### src/rtl/seq_alu.sv
// seq_alu: handshaked MIPS-style ALU with registered results and iterative shift/multiply.
// Define SEQ_ALU_MUL_EN to build the shift-add multiplier for op 10.
module seq_alu #(
  parameter int WIDTH = 16,
  parameter int SHW   = 4
) (
  input  logic             clk,
  input  logic             rst_n,
  input  logic             in_valid,
  output logic             in_ready,
  input  logic [WIDTH-1:0] rs,
  input  logic [WIDTH-1:0] rt,
  input  logic [3:0]       op,
  output logic             out_valid,
  input  logic             out_ready,
  output logic [WIDTH-1:0] rd,
  output logic             bne,
  output logic             ov,
  output logic             err
);

  localparam logic [3:0] OP_AND = 4'd0;
  localparam logic [3:0] OP_OR  = 4'd1;
  localparam logic [3:0] OP_ADD = 4'd2;
  localparam logic [3:0] OP_SUB = 4'd6;
  localparam logic [3:0] OP_SLT = 4'd7;
  localparam logic [3:0] OP_SLL = 4'd8;
  localparam logic [3:0] OP_SRL = 4'd9;
  localparam logic [3:0] OP_NOR = 4'd12;
`ifdef SEQ_ALU_MUL_EN
  localparam logic [3:0] OP_MUL = 4'd10;
`endif

  typedef enum logic [1:0] {
    S_IDLE,
    S_EXEC,
    S_DONE
  } state_t;

  state_t             r_state;
  state_t             w_next;
  logic [SHW:0]       r_cnt;
  logic [3:0]         r_op;
  logic [WIDTH-1:0]   r_rd;
  logic               r_bne;
  logic               r_ov;
  logic               r_err;
`ifdef SEQ_ALU_MUL_EN
  logic [WIDTH-1:0]   r_a;
  logic [WIDTH-1:0]   r_b;
`endif

  logic               w_sub;
  logic [WIDTH-1:0]   w_b;
  logic [WIDTH:0]     w_sx;
  logic [SHW-1:0]     w_shamt;
  logic               w_is_mul;
  logic [WIDTH-1:0]   w_res;
  logic               w_ov;
  logic               w_err;
  logic               w_multi;

  assign w_shamt = rt[SHW-1:0];
`ifdef SEQ_ALU_MUL_EN
  assign w_is_mul = (op == OP_MUL);
`else
  assign w_is_mul = 1'b0;
`endif

  // Sign-extended adder: top two bits disagree exactly on signed overflow
  assign w_sub = (op == OP_SUB) || (op == OP_SLT);
  assign w_b   = w_sub ? ~rt : rt;
  assign w_sx  = {rs[WIDTH-1], rs} + {w_b[WIDTH-1], w_b}
               + (WIDTH+1)'(w_sub);

  always_comb begin
    w_res   = '0;
    w_ov    = 1'b0;
    w_err   = 1'b0;
    w_multi = 1'b0;
    unique case (1'b1)
      op == OP_AND: w_res = rs & rt;
      op == OP_OR:  w_res = rs | rt;
      op == OP_NOR: w_res = ~(rs | rt);
      op == OP_ADD,
      op == OP_SUB: begin
        w_res = w_sx[WIDTH-1:0];
        w_ov  = w_sx[WIDTH] ^ w_sx[WIDTH-1];
      end
      op == OP_SLT: w_res = {{(WIDTH-1){1'b0}}, w_sx[WIDTH]};
      op == OP_SLL,
      op == OP_SRL: begin
        w_res   = rs;
        w_multi = (w_shamt != '0);
      end
      w_is_mul:     w_multi = 1'b1;
      default:      w_err = 1'b1;
    endcase
  end

  always_ff @(posedge clk or negedge rst_n) begin
    if (!rst_n) r_state <= S_IDLE;
    else        r_state <= w_next;
  end

  always_comb begin
    w_next    = r_state;
    in_ready  = 1'b0;
    out_valid = 1'b0;
    unique case (r_state)
      S_IDLE: begin
        in_ready = 1'b1;
        if (in_valid) w_next = w_multi ? S_EXEC : S_DONE;
      end
      S_EXEC: if (r_cnt == (SHW+1)'(1)) w_next = S_DONE;
      S_DONE: begin
        out_valid = 1'b1;
        if (out_ready) w_next = S_IDLE;
      end
      default: w_next = S_IDLE;
    endcase
  end

  always_ff @(posedge clk or negedge rst_n) begin
    if (!rst_n) begin
      r_cnt <= '0;
      r_op  <= '0;
      r_rd  <= '0;
      r_bne <= 1'b0;
      r_ov  <= 1'b0;
      r_err <= 1'b0;
`ifdef SEQ_ALU_MUL_EN
      r_a   <= '0;
      r_b   <= '0;
`endif
    end else if (r_state == S_IDLE && in_valid) begin
      r_op  <= op;
      r_rd  <= w_res;
      r_bne <= (rs != rt);
      r_ov  <= w_ov;
      r_err <= w_err;
      r_cnt <= w_is_mul ? (SHW+1)'(WIDTH) : {1'b0, w_shamt};
`ifdef SEQ_ALU_MUL_EN
      r_a   <= rs;
      r_b   <= rt;
`endif
    end else if (r_state == S_EXEC) begin
      r_cnt <= r_cnt - (SHW+1)'(1);
      if (r_op == OP_SRL) begin
        r_rd <= r_rd >> 1;
`ifdef SEQ_ALU_MUL_EN
      end else if (r_op == OP_MUL) begin
        if (r_b[0]) r_rd <= r_rd + r_a;
        r_a <= r_a << 1;
        r_b <= r_b >> 1;
`endif
      end else begin
        r_rd <= r_rd << 1;
      end
    end
  end

  assign rd  = r_rd;
  assign bne = r_bne;
  assign ov  = r_ov;
  assign err = r_err;

endmodule
### config.mk
export PLATFORM = sky130hd
export DESIGN_NAME = seq_alu
export DESIGN_NICKNAME = d
export VERILOG_FILES = /design/src/rtl/seq_alu.sv
export SDC_FILE = /design/constraint.sdc
export NUM_CORES = 1
export LEC_CHECK = 0
export BUFFER_PORTS_ARGS = -buffer_cell sky130_fd_sc_hd__buf_4
export CAP_MARGIN = 20
export CORE_MARGIN = 4
export CORE_UTILIZATION = 35
export DETAILED_ROUTE_END_ITERATION = 10
export MAX_ROUTING_LAYER = met4
export PLACE_DENSITY = 0.63
export SETUP_SLACK_MARGIN = 0.1
export SYNTH_ARGS = -nofsm -noshare
export SYNTH_HDL_FRONTEND = slang
export SYNTH_SLANG_ARGS = --single-unit
### constraint.sdc
create_clock -name clk -period 2.15 [get_ports clk]
set_input_delay 0.1075 -clock clk [delete_from_list [all_inputs] [get_ports clk]]
set_output_delay 0.1075 -clock clk [all_outputs]
set_load 0.1 [all_outputs]
Word level (Yosys, flattened, before mapping)
Index checks and enable logic that the tools add are counted.

storage, ports and cells
  register bits = 30
  bits in latches = 0
  memory bits (writable) = 0
  memory bits (read-only) = 0
  input bits = 40
  output and inout port bits = 21
  logic and storage cells = 57
  memories kept = 0

operators by class
  add/sub/neg operators = 3
  $mul = 0
  div/mod/pow operators = 0
  order comparisons = 0
  equal/unequal tests = 15
  shift operators = 0
  multiplexer cells = 17
  bitwise gates (word level) = 5
  reduce and logical (&&, ||, !) cells = 10

operator list
  kind                                                                count
  16-bit one-hot mux with 6 select lines                              1
  16-bit 2-to-1 mux                                                   4
  16-bit NOT                                                          2
  16-bit by 16-bit adder with 17-bit output                           1
  17-bit by 1-bit adder with 17-bit output                            1
  16-bit bitwise AND                                                  1
  4-bit == test, second input constant                                4
  16-bit != test                                                      1
  16-bit bitwise OR                                                   1
  5-bit 2-to-1 mux                                                    2
  4-bit by 3-bit == test with 1-bit output, second input constant     2
  2-bit 2-to-1 mux                                                    4
  8-bit OR reduction                                                  1
  2-bit != test, second input constant                                3
  2-bit one-hot mux with 3 select lines                               1
  5-bit by 1-bit == test with 1-bit output, second input constant     1
  1-bit 2-to-1 mux                                                    5
  5-bit by 1-bit subtractor with 5-bit output, second input constant  1
  4-bit by 1-bit == test with 1-bit output, second input constant     1
  4-bit by 2-bit == test with 1-bit output, second input constant     1
  4-bit zero test                                                     1
  4-bit nonzero test                                                  1
  2-bit OR reduction                                                  2
  3-bit AND reduction                                                 1
  7 further kinds                                                     7

Logic depth before layout (Yosys ltp)
  depth in word-level cells = 7
  mapped depth = 14
  depth with buffers taken out = 10

Worst setup path before layout
Ideal clock, no wire load.

  kind = reg2reg
  start point = register r_state[0]
  end point = register r_cnt[1]
  setup time = 146 ps
  data arrival time = 2822 ps
  data required time = 2004 ps
  slack = -818 ps
  cell stages (with the launch flop) = 6
  path buffers = 1
  clock period less this slack = 2968 ps
  cell sequence = dfrtp_1 > nor2_1 > nand2_1 > nand2_1 > clkbuf_1 > o221ai_1

between the ends
  cells in the longest elaborated chain, start to end = 3
  elaborated cells on any way between the ends = 5
  those cells by class = 1 x eq/ne; 1 x mux; 3 x reduce/logical

RTL lines
  item                                                           line  text
  start: declaration                                             40    state_t r_state;
  start signal: assignment                                       103   else r_state <= w_next;
  2-bit zero test                                                136   end else if (r_state == S_IDLE && in_valid) begin
  1-bit logical AND                                              136
  5-bit 2-to-1 mux / 2-bit nonzero test (equally long branches)  --
  end signal: assignment                                         142   r_cnt <= w_is_mul ? (SHW+1)'(WIDTH) : {1'b0, w_shamt};
  end signal: assignment                                         148   r_cnt <= r_cnt - (SHW+1)'(1);
  end: declaration                                               42    logic [SHW:0] r_cnt;

Parallel ways exist; a longest one is shown, timed or not.
A chain may end at the register's enable or synchronous reset.

Final worst setup path
  start point = input port op[3]
  end point = register r_rd[11], in the netlist rd[11]

between the ends
  cells in the longest elaborated chain, start to end = 7
  elaborated cells on any way between the ends = 16
  those cells by class = 2 x add/sub; 7 x eq/ne; 3 x mux; 4 x reduce/logical

RTL lines
  item                                                                line        text
  start: declaration                                                  13          input logic [3:0] op,
  4-bit by 3-bit == test with 1-bit output, on equally long branches  71, 86, 90
  1-bit logical OR                                                    71          assign w_sub = (op == OP_SUB) || (op == OP_SLT);
  16-bit 2-to-1 mux                                                   72          assign w_b = w_sub ? ~rt : rt;
  16-bit by 16-bit adder with 17-bit output                           73          assign w_sx = {rs[WIDTH-1], rs} + {w_b[WIDTH-1], w_b}
  17-bit by 1-bit adder with 17-bit output                            74          + (WIDTH+1)'(w_sub);
  16-bit one-hot mux with 6 select lines *                            81          unique case (1'b1)
  16-bit 2-to-1 mux *                                                 136
  end signal: assignment                                              138         r_rd <= w_res;
  end signal: assignment                                              150         r_rd <= r_rd >> 1;
  end signal: assignment                                              158         r_rd <= r_rd << 1;
  end: declaration                                                    44          logic [WIDTH-1:0] r_rd;

Every way passes the cells marked *; elsewhere a longest branch is shown, timed or not.

==> flow_summary.ini <==
[worst_hold_path]
holdPathEnd = r_cnt[2]$_DFFE_PN0P_
min_path_cells = 3
hold_start = rt[2]
hp-class = input port to flop

[logic_synthesis]
syn_area_um2 = 3530
synth_top_family_by_area = compound AO/OA/AOI/OAI gates
syn-num-nets = 548
synth_seq_cells = 30
synth_cells = 458
synth-seq-area-share = 0.213
synth_area_per_cell_um2 = 7.70
async_reset_ff_frac = 1.00
synthDistinctLibCells = 58
yosys.area_share.simple = 0.200
synth_top_area_share = 0.213
synth_top_cell_by_area = dfrtp_1
yosys.area_share.adder = 0.179
synthXorXnorAreaFrac = 0.0745
synth_mux_area_frac = 0
yosysMostFrequentCell = nand2_1
synth_ff_type = dfrtp_1
synth_common_cells = 76 x nand2_1, 49 x ha_1, 39 x inv_1
yosys_warnings = 0
synth_compound_area_frac = 0.263
synth-edff-count = 0
synth.area.top_cells = dfrtp_1 21%, ha_1 17%, nand2_1 8.1%

[run_status]
violations = negative setup slack
status = finished, violations left

[floorplan]
dieWidth_um = 108
core_um2 = 9770
rows = 36
chipHeight_um = 108
start_util = 0.361
die_area_um2 = 11800
ios = 61

[layout]
areaGrowthSynthToFinish_pct = 38.8
layout.cells.non_filler = 700
drive_gt1_frac = 0.309
diodes = 0
nNetsFinal = 657

[grt]
grt_pass1_wl_um = 17200
globalRouteOverflowTotal = 0
top_usage_layer = met2
track_usage = 0.186
use_met3 = 0.0191
grtUsageMet2 = 0.297
grt_pass1_vias = 3508
grt.met1_usage = 0.257
antenna_found_initial = 0
grt_max_degree = 31

[critical_path]
crit_path_end_kind = flop
cp_max_fo = 8
worst_ep_required_time_ns = 2.31
slowest_delay_ns = 0.30
critPathSlowestCell = a2111oi_4
r2r_start = r_state[0]$_DFFE_PN0P_
critical_path_class = input port to flop
crit_path_start_kind = input port
path_cells = buf_6 -> nand3b_4 -> buf_12 -> xnor2_2 -> ha_1 -> a21o_2 -> a31o_4 -> a31oi_4 -> nor3_2 -> a2111oi_4 -> xor2_1 -> o22ai_1
r2r_cells = 6
arrival_ns = 2.40
r2r_setup_slack_ns = 0.42
worst_r2r_endpoint = rd[6]$_DFFE_PN0P_

[power]
peakVddDrop_mv = 0.978
p_per_area_nw_per_um2 = 1110
p_leak_nw = 2.34
power_mw = 5.42

[clock_network]
h-tree-depth = 2
cts_max_path_buffers = 2
cts_root_buf = clkbuf_8
cts_tree = yes
cts_buffers = 5
clock-sinks = 30
insertion_delay_ns = 0.28
clk_pin_slew_ns = 0.06

[placement]
portBuffers = 60
pre_cts_ws_ns = -0.496
place_congestion = 0.900
dp_hpwl_um = 8760
post-place-cells = 682

[sta]
rsz0062_at_grt = yes
finalHoldViolations = 0
fmax_mhz = 447
period_share = 1.04
finClkSkew_ns = 0.00520
period_minus_slack_ns = 2.24
setup_violations = 4
holdWs_ns = 0.122
slew-limit-headroom = 0.643
timing.final.ws_setup_ns = -0.0896
worstMarginPinSlew_ns = 0.528
drv_slew = 0

[run]
max_cap_violations = 0

[drt]
wl_um = 11300
via_count = 3739
drt_first_pass_iters = 5
drc = 0
drt_iter0_markers = 267
vias_per_cell = 5.34
wl_per_cell_um = 16.1
ant_nets = 0
## layout make-up
class	count	area, µm²
fillers	958	4880
multi-input cells	367	2780
repair buffers	124	975
flip-flops and latches	30	751
well taps	133	166
inverters	39	146
clock buffers	7	76.3
## how the worst max path moves through the flow
stage | start | endpoint | slack [ns] | cells after the start
after floorplan | op[2] | ov$_DFFE_PN0P_ | -0.16 | 13
after global placement | op[3] | rd[14]$_DFFE_PN0P_ | -0.37 | 11
after detailed placement | op[3] | ov$_DFFE_PN0P_ | -0.50 | 11
after CTS | op[3] | ov$_DFFE_PN0P_ | 0.04 | 11
after global routing | op[3] | rd[12]$_DFFE_PN0P_ | -0.16 | 13
final | op[3] | rd[11]$_DFFE_PN0P_ | -0.09 | 12
## layer usage
| metal | up-vias | routed length (µm) |
|---|---|---|
| met2 | 134 | 5260 |
| met5 | - | 0 |
| met1 | 1745 | 5250 |
| met4 | 0 | 152 |
| li1 | 1846 | - |
| met3 | 14 | 643 |
## stage by stage
stage	area, µm²	setup TNS (ns)	util
2_1_floorplan	3600	-0.626	-
4_1_cts	4650	0	0.476
3_3_place_gp	4500	-3.90	0.461
3_5_place_dp	4500	-5.39	0.461
6_report	4900	-0.186	0.501
5_1_grt	4900	-0.758	0.501
## cell families (layout without fill, tap and decap cells)
kind of cell               after synthesis  count (layout)
and+or+nand+nor                        151             151
adders and majority gates               50              50
xor gates and xnor gates                30              30
DFF                                     30              30
AOI/OAI and AO/OA                      136             136
buffers and inverters                   61             170
## layout by cell type (no fill, tap or decap), types with 3 or more instances in the layout
cell,Yosys,final
a22oi_1,6,6
nor2_1,33,31
o211ai_1,4,4
o21ai_1,0,4
nor2b_1,4,4
a31oi_1,14,13
o22a_1,6,6
inv_1,39,39
a21oi_1,33,24
nor4_1,5,4
nand4b_1,3,3
xnor2_2,0,5
clkbuf_8,0,5
a222oi_1,3,3
a221o_1,4,4
ha_1,49,46
a21o_1,4,4
o22ai_1,8,8
nand3_1,4,4
buf_4,0,118
ha_4,0,3
a21oi_2,0,9
xor2_1,10,10
dfrtp_1,30,30
nand2b_1,6,6
buf_6,2,3
nand2_1,76,74
xnor2_1,20,14
o21ai_0,28,22
a221oi_1,5,5
## registers in the layout, summed over array words and instances (netlist names)
| signal | cells |
|---|---|
| rd | 16 |
| r_cnt | 5 |
| r_op | 4 |
| r_state | 2 |
| bne | 1 |
| err | 1 |
| ov | 1 |
## timing repair
item                                    in CTS  in global routing
hold buffers                                 1                  0
setup buffers                                3                  7
resized for setup                            5                 29
cloned                                       0                  1
endpoints found under the setup margin      14                 13
pin swaps                                    6                 31
endpoints found under the hold margin       30                  0
## critical path: cells and delay by family
family                     cells  cell delay, ns
xor gates and xnor gates       2            0.35
AOI/OAI and AO/OA              5            1.10
and+or+nand+nor                2            0.27
buffers and inverters          2            0.27
adders and majority gates      1            0.28
## report_power, final
| part | switching [mW] | internal, mW | leakage, nW |
|---|---|---|---|
| registers | 0.286 | 0.849 | 0.370 |
| clock network | 0.201 | 0.222 | 0.0383 |
| logic | 2.64 | 1.21 | 1.93 |
Power figures use the tool's default switching activity.
